==> config.mk <==
export PLATFORM = sky130hd
export DESIGN_NAME = fft_sample_framer
export DESIGN_NICKNAME = d
export VERILOG_FILES = /design/src/rtl/fft_pkg.sv /design/src/rtl/fft_sync_fifo.sv /design/src/rtl/fft_sample_framer.sv
export SDC_FILE = /design/constraint.sdc
export NUM_CORES = 1
export LEC_CHECK = 0
export ABC_AREA = 1
export CAP_MARGIN = 0
export CORE_ASPECT_RATIO = 1.5
export CORE_MARGIN = 5
export CORE_UTILIZATION = 35
export DETAILED_ROUTE_END_ITERATION = 10
export PLACE_DENSITY = 0.62
export SLEW_MARGIN = 0
export SYNTH_ARGS = -nofsm -noshare
export SYNTH_HDL_FRONTEND = slang
export SYNTH_HIERARCHICAL = 1
export SYNTH_SLANG_ARGS = --single-unit
==> constraint.sdc <==
create_clock -name clk -period 5.45 [get_ports clk]
set_clock_uncertainty 0.1 [all_clocks]
set_input_delay 1.635 -clock clk [delete_from_list [all_inputs] [get_ports clk]]
set_output_delay 1.635 -clock clk [all_outputs]
set_load 0.05 [all_outputs]
==> src/rtl/fft_pkg.sv <==
// rtl/fft_pkg.sv - shared state type, default sizes and width helper for the FFT sample framer
package fft_pkg;

    typedef enum logic [1:0] {
        ST_IDLE   = 2'd0,
        ST_SETTLE = 2'd1,
        ST_ARMED  = 2'd2,
        ST_RUN    = 2'd3
    } fft_state_e;

    localparam int FFT_LEN_DEF = 1024;
    localparam int DATA_W_DEF  = 8;

    function automatic int fft_clog2(input int value);
        int w;
        w = 0;
        while ((1 << w) < value) begin
            w = w + 1;
        end
        return w;
    endfunction

endpackage

==> src/rtl/fft_sync_fifo.sv <==
// rtl/fft_sync_fifo.sv - first-word-fall-through sync FIFO with flush; head reads as zero when empty
module fft_sync_fifo
    import fft_pkg::*;
#(
    parameter int WIDTH = 9,
    parameter int DEPTH = 16
) (
    input  logic             clk,
    input  logic             rst_n,
    input  logic             i_flush,
    input  logic             i_wr_en,
    input  logic [WIDTH-1:0] i_wr_data,
    input  logic             i_rd_en,
    output logic [WIDTH-1:0] o_rd_data,
    output logic             o_full,
    output logic             o_empty
);

    localparam int AW = fft_clog2(DEPTH);

    logic [WIDTH-1:0] r_mem [DEPTH];
    logic [AW:0]      r_wr_ptr;
    logic [AW:0]      r_rd_ptr;
    logic             w_do_wr;
    logic             w_do_rd;

    // Extra pointer MSB separates full from empty when the index bits match.
    assign o_empty   = (r_wr_ptr == r_rd_ptr);
    assign o_full    = (r_wr_ptr[AW] != r_rd_ptr[AW]) && (r_wr_ptr[AW-1:0] == r_rd_ptr[AW-1:0]);
    assign w_do_rd   = i_rd_en && !o_empty;
    assign w_do_wr   = i_wr_en && (!o_full || w_do_rd);
    assign o_rd_data = o_empty ? '0 : r_mem[r_rd_ptr[AW-1:0]];

    always_ff @(posedge clk) begin
        if (!rst_n || i_flush) begin
            r_wr_ptr <= '0;
            r_rd_ptr <= '0;
        end else begin
            if (w_do_wr) begin
                r_wr_ptr <= r_wr_ptr + 1'b1;
            end
            if (w_do_rd) begin
                r_rd_ptr <= r_rd_ptr + 1'b1;
            end
        end
    end

    always_ff @(posedge clk) begin
        if (w_do_wr && !i_flush) begin
            r_mem[r_wr_ptr[AW-1:0]] <= i_wr_data;
        end
    end

endmodule

==> src/rtl/fft_sample_framer.sv <==
// rtl/fft_sample_framer.sv - lock-gated capture of one FFT frame of ADC samples onto a valid/ready stream
module fft_sample_framer
    import fft_pkg::*;
#(
    parameter int DATA_W      = DATA_W_DEF,
    parameter int FFT_LEN     = FFT_LEN_DEF,
    parameter int FIFO_DEPTH  = 16,
    parameter int LOCK_SETTLE = 1024
) (
    input  logic              clk,
    input  logic              rst_n,
    input  logic              pll_lock,
    input  logic              start,
    input  logic [DATA_W-1:0] adc_data,
    input  logic              adc_valid,
    output logic [DATA_W-1:0] m_data,
    output logic              m_valid,
    output logic              m_last,
    input  logic              m_ready,
    output logic              ready_o,
    output logic              busy,
    output logic              ovf,
    output logic              lock_err
);

    localparam int CNT_W = fft_clog2(FFT_LEN);
    localparam int SET_W = fft_clog2(LOCK_SETTLE);
    localparam logic [CNT_W-1:0] LAST_IDX   = CNT_W'(FFT_LEN - 1);
    localparam logic [SET_W-1:0] SETTLE_END = SET_W'(LOCK_SETTLE - 1);

    fft_state_e       r_state;
    fft_state_e       w_next_state;
    logic [CNT_W-1:0] r_sample_cnt;
    logic [SET_W-1:0] r_settle_cnt;
    logic             r_ready;
    logic             r_busy;
    logic             r_ovf;
    logic             r_lock_err;

    logic             w_push;
    logic             w_drop;
    logic             w_flush;
    logic             w_last;
    logic             w_pop;
    logic             w_full;
    logic             w_empty;
    logic [DATA_W:0]  w_head;

    fft_sync_fifo #(
        .WIDTH (DATA_W + 1),
        .DEPTH (FIFO_DEPTH)
    ) u_fifo (
        .clk       (clk),
        .rst_n     (rst_n),
        .i_flush   (w_flush),
        .i_wr_en   (w_push),
        .i_wr_data ({adc_data, w_last}),
        .i_rd_en   (m_ready),
        .o_rd_data (w_head),
        .o_full    (w_full),
        .o_empty   (w_empty)
    );

    assign w_pop    = !w_empty && m_ready;
    assign w_last   = (r_sample_cnt == LAST_IDX);
    assign m_valid  = !w_empty;
    assign m_data   = w_head[DATA_W:1];
    assign m_last   = w_head[0];
    assign ready_o  = r_ready;
    assign busy     = r_busy;
    assign ovf      = r_ovf;
    assign lock_err = r_lock_err;

    // A pop in the same cycle frees a slot, so a full FIFO only drops when the core is stalled.
    always_comb begin
        w_next_state = r_state;
        w_push       = 1'b0;
        w_drop       = 1'b0;
        w_flush      = 1'b0;
        case (r_state)
            ST_IDLE: begin
                if (pll_lock) w_next_state = ST_SETTLE;
            end
            ST_SETTLE: begin
                if (!pll_lock)                       w_next_state = ST_IDLE;
                else if (r_settle_cnt == SETTLE_END) w_next_state = ST_ARMED;
            end
            ST_ARMED: begin
                if (!pll_lock) begin
                    w_next_state = ST_IDLE;
                    w_flush      = 1'b1;
                end else if (start) begin
                    w_next_state = ST_RUN;
                end
            end
            ST_RUN: begin
                if (!pll_lock) begin
                    w_next_state = ST_IDLE;
                    w_flush      = 1'b1;
                end else if (adc_valid) begin
                    if (!w_full || w_pop) begin
                        w_push = 1'b1;
                        if (w_last) w_next_state = ST_ARMED;
                    end else begin
                        w_drop = 1'b1;
                    end
                end
            end
            default: w_next_state = ST_IDLE;
        endcase
    end

    always_ff @(posedge clk) begin
        if (!rst_n) begin
            r_state      <= ST_IDLE;
            r_ready      <= 1'b0;
            r_busy       <= 1'b0;
            r_ovf        <= 1'b0;
            r_lock_err   <= 1'b0;
            r_settle_cnt <= '0;
            r_sample_cnt <= '0;
        end else begin
            r_state    <= w_next_state;
            r_ready    <= (w_next_state == ST_ARMED);
            r_busy     <= (w_next_state == ST_RUN);
            if (w_drop)  r_ovf      <= 1'b1;
            if (w_flush) r_lock_err <= 1'b1;
            r_settle_cnt <= (r_state == ST_SETTLE && w_next_state == ST_SETTLE) ?
                            r_settle_cnt + 1'b1 : '0;
            if (r_state == ST_ARMED && w_next_state == ST_RUN) begin
                r_sample_cnt <= '0;
            end else if (w_push) begin
                r_sample_cnt <= r_sample_cnt + 1'b1;
            end
        end
    end

endmodule
==> results of run 1 <==
==> state kept, by name (all words and copies together), names as in the netlist, 2 cells and up, named ones only <==
name and count:
r_sample_cnt 10, r_settle_cnt 10, u_fifo/r_mem 144, r_state 2, u_fifo/r_wr_ptr 5, u_fifo/r_rd_ptr 5
==> how the worst max path moves through the flow <==
stage,startpoint,endpoint,cells after the start
after floorplan,register,m_data[6],8
after global placement,register,m_data[3],8
after detailed placement,register,m_data[3],8
after CTS,register,m_data[3],8
after global routing,register,m_data[3],8
final,register,m_data[3],8
==> stage by stage <==
stage                     power [mW]  std cells  worst slack [ns]
after floorplan                 1.54        781              2.00
after global routing            2.85       1093             0.308
after global placement          1.57       1061             0.964
final                           2.76       1093             0.479
after detailed placement        1.57       1061             0.942
after CTS                       2.79       1093             0.471
==> layer usage <==
metal | up-vias | share of wire [%]
li1 | 2664 | -
met4 | 0 | 3.1
met5 | - | 0
met3 | 27 | 4.3
met2 | 115 | 52
met1 | 2546 | 41
==> cells by family (layout without fill, tap and decap cells) <==
| group | after synthesis | after routing | share of synthesized area [%] |
|---|---|---|---|
| AND/OR/NAND/NOR | 269 | 269 | 14.9 |
| XOR/XNOR | 19 | 19 | 2.16 |
| buffers and inverters | 141 | 173 | 7.40 |
| adder cells (fa/ha/maj) | 7 | 7 | 1.09 |
| flip-flops | 184 | 184 | 63.6 |
| AO/OA/AOI/OAI | 161 | 161 | 10.9 |
==> cell type report <==
class,count,share of cell area (%)
flip-flops and latches,184,56.0
multi-input cells,456,25.6
inverters,108,4.43
well taps,280,3.82
clock inverters,15,1.97
repair buffers,33,3.58
clock buffers,17,4.64
==> power by group through the flow <==
stage	clock (mW)	combinational, mW	sequential (mW)
floorplan	0	0.00493	1.54
global placement	0	0.0326	1.54
detailed placement	0	0.0330	1.54
CTS	1.25	0.0331	1.51
global route	1.31	0.0355	1.51
finish	1.22	0.0320	1.51
==> synth_stat cells, types with 8 or more instances <==
cell,number
a21oi_1,76
buf_2,17
clkbuf_1,8
dfxtp_1,40
edfxtp_1,144
inv_1,104
nand2_1,150
nand3_1,42
nor2_1,45
nor2_2,11
o211ai_1,27
o21ai_0,48
xor2_1,11
==> run_results.csv, run 1 <==
group,metric,value,unit
setup_path,cpLargestDelayFamily,"buffers and inverters",
setup_path,path_max_fanout,49,
clock_tree,clk_path_buf_depth,2,
layout,layout_common_cells,"nand2_1, edfxtp_1, inv_1, a21oi_1, o21ai_0",
sta,finalMaxSlewViolations,0,
setup_path,max_stage_delay,0.96,ns
floorplanning,die_h,196,um
global_route,grt_pass1_wl,28100,um
floorplanning,row_count,68,
placement,placed_area,8560,um^2
clock_tree,cts.sinks,184,
synth,yosys.area.top_type,"edfxtp_1",
pwr,p_int,2.14,mW
synth,syn-num-nets,802,
hold_path,holdPathStages,1,
setup_path,required,3.72,ns
route,firstDrtPassIters,4,
clock_tree,clkLatencyLatePin,0.43,ns
floorplanning,initial_core_util,35.2,%
route,routedWlPerCell,15.9,um
setup_path,endpoint_kind,"primary output",
setup_path,cp.arrival,3.24,ns
global_route,grt_pass1_vias,5295,
layout,layout.nets,821,
pwr,power_switching_share,22.6,%
sta,tightest_slew,0.998,ns
route,drt-total-wl,17400,um
sta,max_clock_freq,0.201,GHz
pwr,share_comb_of_total_power,1.2,%
global_route,grt_max_degree,88,
setup_path,r2r_slack,2.16,ns
layout,ff_latch_area,5130,um^2
sta,finalHoldViolations,0,
layout,multi_input_area,2340,um^2
floorplanning,ios,28,
pwr,p_clk_share,44.2,%
layout,n_antenna_cell,0,
pwr,peakVddDrop,0.195,mV
sta,hold_ws,0.351,ns
global_route,globalRouteMet1Util,16.1,%
synth,netlist_area,8060,um^2
synth,seq_area_frac_synth,63.6,%
clock_tree,ctsResizeCount,0,
setup_path,crit_path_start_kind,"register",
setup_path,r2r-start,"u_fifo/r_wr_ptr[2]$_SDFFE_PP0P_",
hold_path,hold_class,"register to register",
layout,drive_above_1_share,8.12,%
clock_tree,clk_pin_slew,0.08,ns
clock_tree,htreeDepth,4,
clock_tree,cts_tree,"built",
synth,ys_warn_count,6,
global_route,grt-busiest-layer,"met2",
layout,fillerInstances,2170,
setup_path,crit_type,"register to primary output",
run,drv_cap,0,
pwr,power_density,301,nW/um^2
clock_tree,postCtsSetupRepairBufs,0,
pwr,leakage,3.21,nW
pwr,power.share.sequential,54.6,%
setup_path,crit_chain,"buf_4 > o211ai_1 > nand3_1 > o21ai_1 > nand2_1 > nand2_1 > nor2_1 > clkdlybuf4s50_1",
floorplanning,core-area,22900,um^2
clock_tree,ctsRootBufferMaster,"clkbuf_16",
floorplanning,die_x,134,um
sta,finalCriticalPeriod,4.97,ns
sta,setup_violations,0,
route,via_count,5352,
layout,stdcell_area,9160,um^2
global_route,grt_use_met2,23.9,%
setup_path,rr_worst_depth,13,
global_route,grt_util_all_layers,13.6,%
route,route.detailed.drc,0,
global_route,antenna_found_initial,0,
route,ant_nets,0,
hold_path,min_from,"r_settle_cnt[0]$_SDFF_PN0_",
synth,synth_cells,781,
sta,rsz0062_at_grt,"false",
layout,syn2layout_area_growth,13.6,%
clock_tree,cts_buffers,17,
synth,synth_area_per_cell,10.3,um^2
floorplanning,die_area,26200,um^2
synth,netlist_top_cells_area,"edfxtp_1, dfxtp_1, nand2_1",
placement,routabilityCongestion,0.803,
sta,min_period_over_period,91.2,%
synth,ys_ff_latch,184,
global_route,grt_use_met3,2.72,%
layout,finish.utilization,40.0,%
placement,io_buffers,27,
status,status,"complete, no violations",
setup_path,slowest_stage,"dfxtp_2",
clock_tree,cts_hold_buffers,0,
setup_path,worst_path_most_repeated_cell,"nand2_1",
setup_path,crit_buf_inv,2,
route,viasPerCell,4.90,
placement,dp_hpwl,11400,um
route,drtIter0Drc,371,
layout,layout_commonest_cell,"nand2_1",
synth,ys.flop_type,"edfxtp_1",
sta,finalSetupTns,0,ns
hold_path,hold_end,"r_settle_cnt[0]$_SDFF_PN0_",
sta,max-slew-margin-rel,33.2,%
setup_path,worstReg2RegEnd,"u_fifo/r_mem[9][0]$_DFFE_PP_",
synth,synthArstFlopShare,0,%
synth,synth_edf_count,144,
synth,yosys.area.top_type_share,53.6,%
synth,synth.distinct_cells,36,
pwr,power.switching,0.622,mW
global_route,grt_overflow,0,
(Power assumes the default switching activity.)
==> run 2, diff against run 1 <==
==> constraint.sdc (replaced) <==
create_clock -name clk -period 5.45 [get_ports clk]
set_clock_uncertainty 0.1 [all_clocks]
set_input_delay 0.8175 -clock clk [delete_from_list [all_inputs] [get_ports clk]]
set_output_delay 0.8175 -clock clk [all_outputs]
set_load 0.05 [all_outputs]
==> run_results.csv, run 2 (synthesized netlist as in run 1, its figures left out) <==
group,metric,value,unit
status,status,"complete, no violations",
layout,layout_common_cells,"nand2_1, edfxtp_1, inv_1, a21oi_1, o21ai_0",
layout,layout_commonest_cell,"nand2_1",
layout,drive_above_1_share,7.65,%
floorplanning,ios,28,
route,firstDrtPassIters,5,
pwr,leakage,3.18,nW
sta,setup_violations,0,
clock_tree,ctsRootBufferMaster,"clkbuf_16",
global_route,grt_max_degree,129,
global_route,grt_overflow,0,
setup_path,crit_path_start_kind,"register",
global_route,grt_util_all_layers,13.4,%
layout,stdcell_area,9110,um^2
pwr,peakVddDrop,0.201,mV
setup_path,crit_type,"register to primary output",
route,ant_nets,0,
run,drv_cap,0,
route,via_count,5324,
setup_path,endpoint_kind,"primary output",
route,drt-total-wl,17000,um
hold_path,hold_class,"register to register",
pwr,power_density,300,nW/um^2
sta,finalCriticalPeriod,4.25,ns
sta,min_period_over_period,77.9,%
sta,max-slew-margin-rel,33.9,%
clock_tree,ctsResizeCount,0,
floorplanning,initial_core_util,35.2,%
route,drtIter0Drc,392,
route,route.detailed.drc,0,
route,wl_met2,8720,um
route,topRoutingLayerUsed,"met4",
sta,finalMaxSlewViolations,0,
route,wl_met1,7150,um
layout,layout.nets,818,
clock_tree,htreeDepth,4,
layout,largest_reg_flops,144,
sta,max_clock_freq,0.235,GHz
setup_path,required,4.53,ns
clock_tree,clk_path_buf_depth,2,
floorplanning,die_area,26200,um^2
floorplanning,die_x,134,um
floorplanning,row_count,68,
sta,finalSetupTns,0,ns
route,viasPerCell,4.88,
clock_tree,cts_hold_buffers,0,
global_route,antenna_found_initial,0,
placement,routabilityCongestion,0.816,
floorplanning,core-area,22900,um^2
route,routedWlPerCell,15.6,um
clock_tree,cts.sinks,184,
setup_path,cp.arrival,3.33,ns
placement,placed_area,8530,um^2
setup_path,rr_worst_depth,12,
clock_tree,cts_buffers,17,
route,wl_met3,727,um
global_route,grt_pass1_wl,27500,um
clock_tree,clkLatencyLatePin,0.42,ns
placement,dp_hpwl,11100,um
sta,finalHoldViolations,0,
clock_tree,clk_pin_slew,0.07,ns
placement,io_buffers,27,
hold_path,holdPathStages,1,
setup_path,path_max_fanout,19,
global_route,grt_pass1_vias,5207,
sta,tightest_slew,0.988,ns
layout,syn2layout_area_growth,13.0,%
layout,n_antenna_cell,0,
sta,rsz0062_at_grt,"false",
floorplanning,die_h,196,um
clock_tree,postCtsSetupRepairBufs,0,
clock_tree,cts_tree,"built",
[run 2: final timing paths]
check	start	end	slack [ns]
worst max-delay path	register	m_last	1.20
worst min register to register	r_settle_cnt[0]$_SDFF_PN0_	r_settle_cnt[0]$_SDFF_PN0_	0.36
worst max register to register	u_fifo/r_wr_ptr[2]$_SDFFE_PP0P_	u_fifo/r_mem[0][8]$_DFFE_PP_	2.01
worst min-delay path	r_settle_cnt[0]$_SDFF_PN0_	r_settle_cnt[0]$_SDFF_PN0_	0.36
[run 2: layout make-up]
type / instances / area [um^2]
repair buffers: 30 / 305
clock buffers: 18 / 429
inverters: 108 / 405
well taps: 280 / 350
fillers: 2214 / 13800
flip-flops and latches: 184 / 5130
clock inverters: 14 / 150
multi-input cells: 456 / 2340
[run 2: report_power, final]
group          total, mW  switching, mW  internal (mW)
sequential          1.51       0.000635           1.51
clock               1.19          0.575          0.616
combinational     0.0317         0.0222        0.00951
[run 2: per-stage QoR]
step / instances / hold WS, ns / total power [mW] / util (%) / setup WS, ns
after floorplan: 781 / 0.318 / 1.54 / - / 2.60
after global placement: 1058 / 0.331 / 1.57 / 37.3 / 1.66
after detailed placement: 1058 / 0.345 / 1.57 / 37.3 / 1.63
after CTS: 1090 / 0.362 / 2.76 / 39.8 / 1.16
after global routing: 1090 / 0.376 / 2.82 / 39.8 / 0.912
final: 1090 / 0.359 / 2.73 / 39.8 / 1.20
[run 2: critical path: stages, from the launching register on]
cell	delay, ns
dfxtp_1	0.80
clkinv_1	0.72
nand2_1	0.21
o21ai_0	0.11
nand2_1	0.07
nand2_1	0.06
nor2_1	0.10
clkdlybuf4s50_1	0.82
[run 2: per-layer routing]
layer,track usage [%],vias to the layer above
li1,-,2661
met1,16.4,2511
met2,23.0,122
met3,3.16,30
met4,4.77,0
met5,0,-
==> run 3, diff against run 2 <==
==> constraint.sdc (replaced) <==
create_clock -name clk -period 4 [get_ports clk]
set_clock_uncertainty 0.1 [all_clocks]
set_input_delay 0.6 -clock clk [delete_from_list [all_inputs] [get_ports clk]]
set_output_delay 0.6 -clock clk [all_outputs]
set_load 0.05 [all_outputs]
==> run_results.csv, run 3 (synthesized netlist as in run 1, its figures left out) <==
group,metric,value,unit
status,status,"complete, no violations",
sta,max-slew-margin-rel,39.2,%
route,drtIter0Drc,405,
setup_path,rr_worst_depth,12,
route,via_count,5292,
pwr,finalPower,3.71,mW
layout,layout_common_cells,"nand2_1, edfxtp_1, inv_1, a21oi_1, o21ai_0",
hold_path,holdPathStages,1,
global_route,grt_max_degree,101,
setup_path,cp.arrival,3.07,ns
setup_path,critPathCapture,"m_data[5]",
floorplanning,ios,28,
sta,rsz0062_at_grt,"false",
pwr,leakage,3.23,nW
setup_path,cpLargestDelayFamily,"buffers and inverters",
placement,io_buffers,27,
setup_path,worst_path_most_repeated_cell,"nand2_1",
placement,routabilityCongestion,0.800,
setup_path,worstReg2RegEnd,"u_fifo/r_mem[7][1]$_DFFE_PP_",
clock_tree,postCtsSetupRepairBufs,0,
floorplanning,row_count,68,
hold_path,min_from,"r_settle_cnt[0]$_SDFF_PN0_",
layout,stdcell_area,9180,um^2
global_route,grt_overflow,0,
layout,layout_commonest_cell,"nand2_1",
clock_tree,clk_path_buf_depth,2,
floorplanning,die_h,196,um
layout,drive_above_1_share,8.90,%
setup_path,r2r-start,"u_fifo/r_wr_ptr[0]$_SDFFE_PP0P_",
layout,instances_no_fill,1100,
route,route.detailed.drc,0,
global_route,grt_pass1_wl,26600,um
setup_path,crit_chain,"buf_4 > clkinv_1 > nand2_1 > o21ai_1 > nand2_1 > nand2_1 > nor2_1 > clkdlybuf4s50_1",
pwr,peakVddDrop,0.276,mV
floorplanning,core-area,22900,um^2
sta,min_period_over_period,94.2,%
route,routedWlPerCell,15.3,um
route,drt-total-wl,16800,um
floorplanning,initial_core_util,35.2,%
layout,largest_reg_flops,144,
clock_tree,clk_pin_slew,0.07,ns
sta,tightest_slew,0.912,ns
setup_path,endpoint_kind,"primary output",
hold_path,hold_class,"register to register",
setup_path,cp.depth,8,
setup_path,r2r_slack,1.15,ns
setup_path,slowest_stage,"clkdlybuf4s50_1",
setup_path,max_stage_delay,0.83,ns
clock_tree,htreeDepth,4,
placement,dp_hpwl,11000,um
route,viasPerCell,4.81,
layout,n_antenna_cell,0,
clock_tree,cts.sinks,184,
placement,placed_area,8600,um^2
setup_path,crit_buf_inv,3,
floorplanning,die_area,26200,um^2
clock_tree,clkLatencyLatePin,0.42,ns
route,firstDrtPassIters,5,
sta,finalMaxSlewViolations,0,
sta,finalSetupTns,0,ns
global_route,grt_util_all_layers,13.0,%
clock_tree,cts_tree,"built",
clock_tree,cts_hold_buffers,0,
sta,finalHoldViolations,0,
global_route,antenna_found_initial,0,
pwr,power_density,405,nW/um^2
sta,finalCriticalPeriod,3.77,ns
sta,max_clock_freq,0.265,GHz
global_route,grt_pass1_vias,4994,
clock_tree,ctsRootBufferMaster,"clkbuf_16",
clock_tree,cts_buffers,17,
setup_path,required,3.30,ns
setup_path,crit_path_start_kind,"register",
setup_path,path_max_fanout,19,
run,drv_cap,0,
route,ant_nets,0,
layout,syn2layout_area_growth,13.9,%
setup_path,crit_type,"register to primary output",
sta,setup_violations,0,
floorplanning,die_x,134,um
placement,placed_cells,1069,
layout,layout.nets,829,
==> run 3: cell count changes in the layout (fill, tap and decap cells not counted) <==
cell | previous run | this run
clkbuf_1 | 1 | 0
buf_4 | 2 | 14
dfxtp_4 | 1 | 2
inv_6 | 5 | 3
dfxtp_2 | 1 | 0
buf_12 | 1 | 0
inv_8 | 5 | 6
clkinvlp_4 | 0 | 1
==> run 3: worst min-delay path by stage <==
stage / slack [ns] / end
3_3_place_gp: 0.34 / r_settle_cnt[0]$_SDFF_PN0_
3_5_place_dp: 0.34 / r_settle_cnt[0]$_SDFF_PN0_
2_1_floorplan: 0.32 / r_settle_cnt[0]$_SDFF_PN0_
4_1_cts: 0.35 / r_settle_cnt[0]$_SDFF_PN0_
5_1_grt: 0.39 / r_settle_cnt[0]$_SDFF_PN0_
6_report: 0.35 / r_settle_cnt[0]$_SDFF_PN0_
==> run 3: area by class of cell <==
cell class                      count  area (um^2)
Multi-Input combinational cell    456         2340
Clock buffer                       17          425
Clock inverter                     14          151
Inverter                          108          405
Fill cell                        2196        13700
Tap cell                          280          350
Timing Repair Buffer               41          375
Sequential cell                   184         5130
==> run 3: power breakdown <==
group | internal (mW) | switching [mW] | leakage [nW] | total [mW]
combinational | 0.0130 | 0.0293 | 1.29 | 0.0422
clock | 0.835 | 0.784 | 0.282 | 1.62
sequential | 2.05 | 0.000829 | 1.66 | 2.05
total | 2.90 | 0.814 | 3.23 | 3.71
==> run 3: stage by stage <==
| step | hold WS, ns | util (%) | setup WS [ns] |
|---|---|---|---|
| 2_1_floorplan | 0.318 | - | 1.15 |
| 4_1_cts | 0.354 | 40.1 | 0.174 |
| 3_3_place_gp | 0.336 | 37.6 | 0.637 |
| 3_5_place_dp | 0.341 | 37.6 | 0.638 |
| 6_report | 0.350 | 40.1 | 0.232 |
| 5_1_grt | 0.392 | 40.1 | 0.0450 |
==> run 3: timing repair <==
action                                  4_1_cts  5_1_grt
resized for setup                             0        1
endpoints found under the setup margin        0        2
hold endpoints to repair                      0        0
==> run 3: metal layers <==
metal | wire, um | global-route usage (%)
met3 | 571 | 2.77
met5 | 0 | 0
met2 | 8790 | 23.2
met1 | 7200 | 15.8
met4 | 248 | 3.85
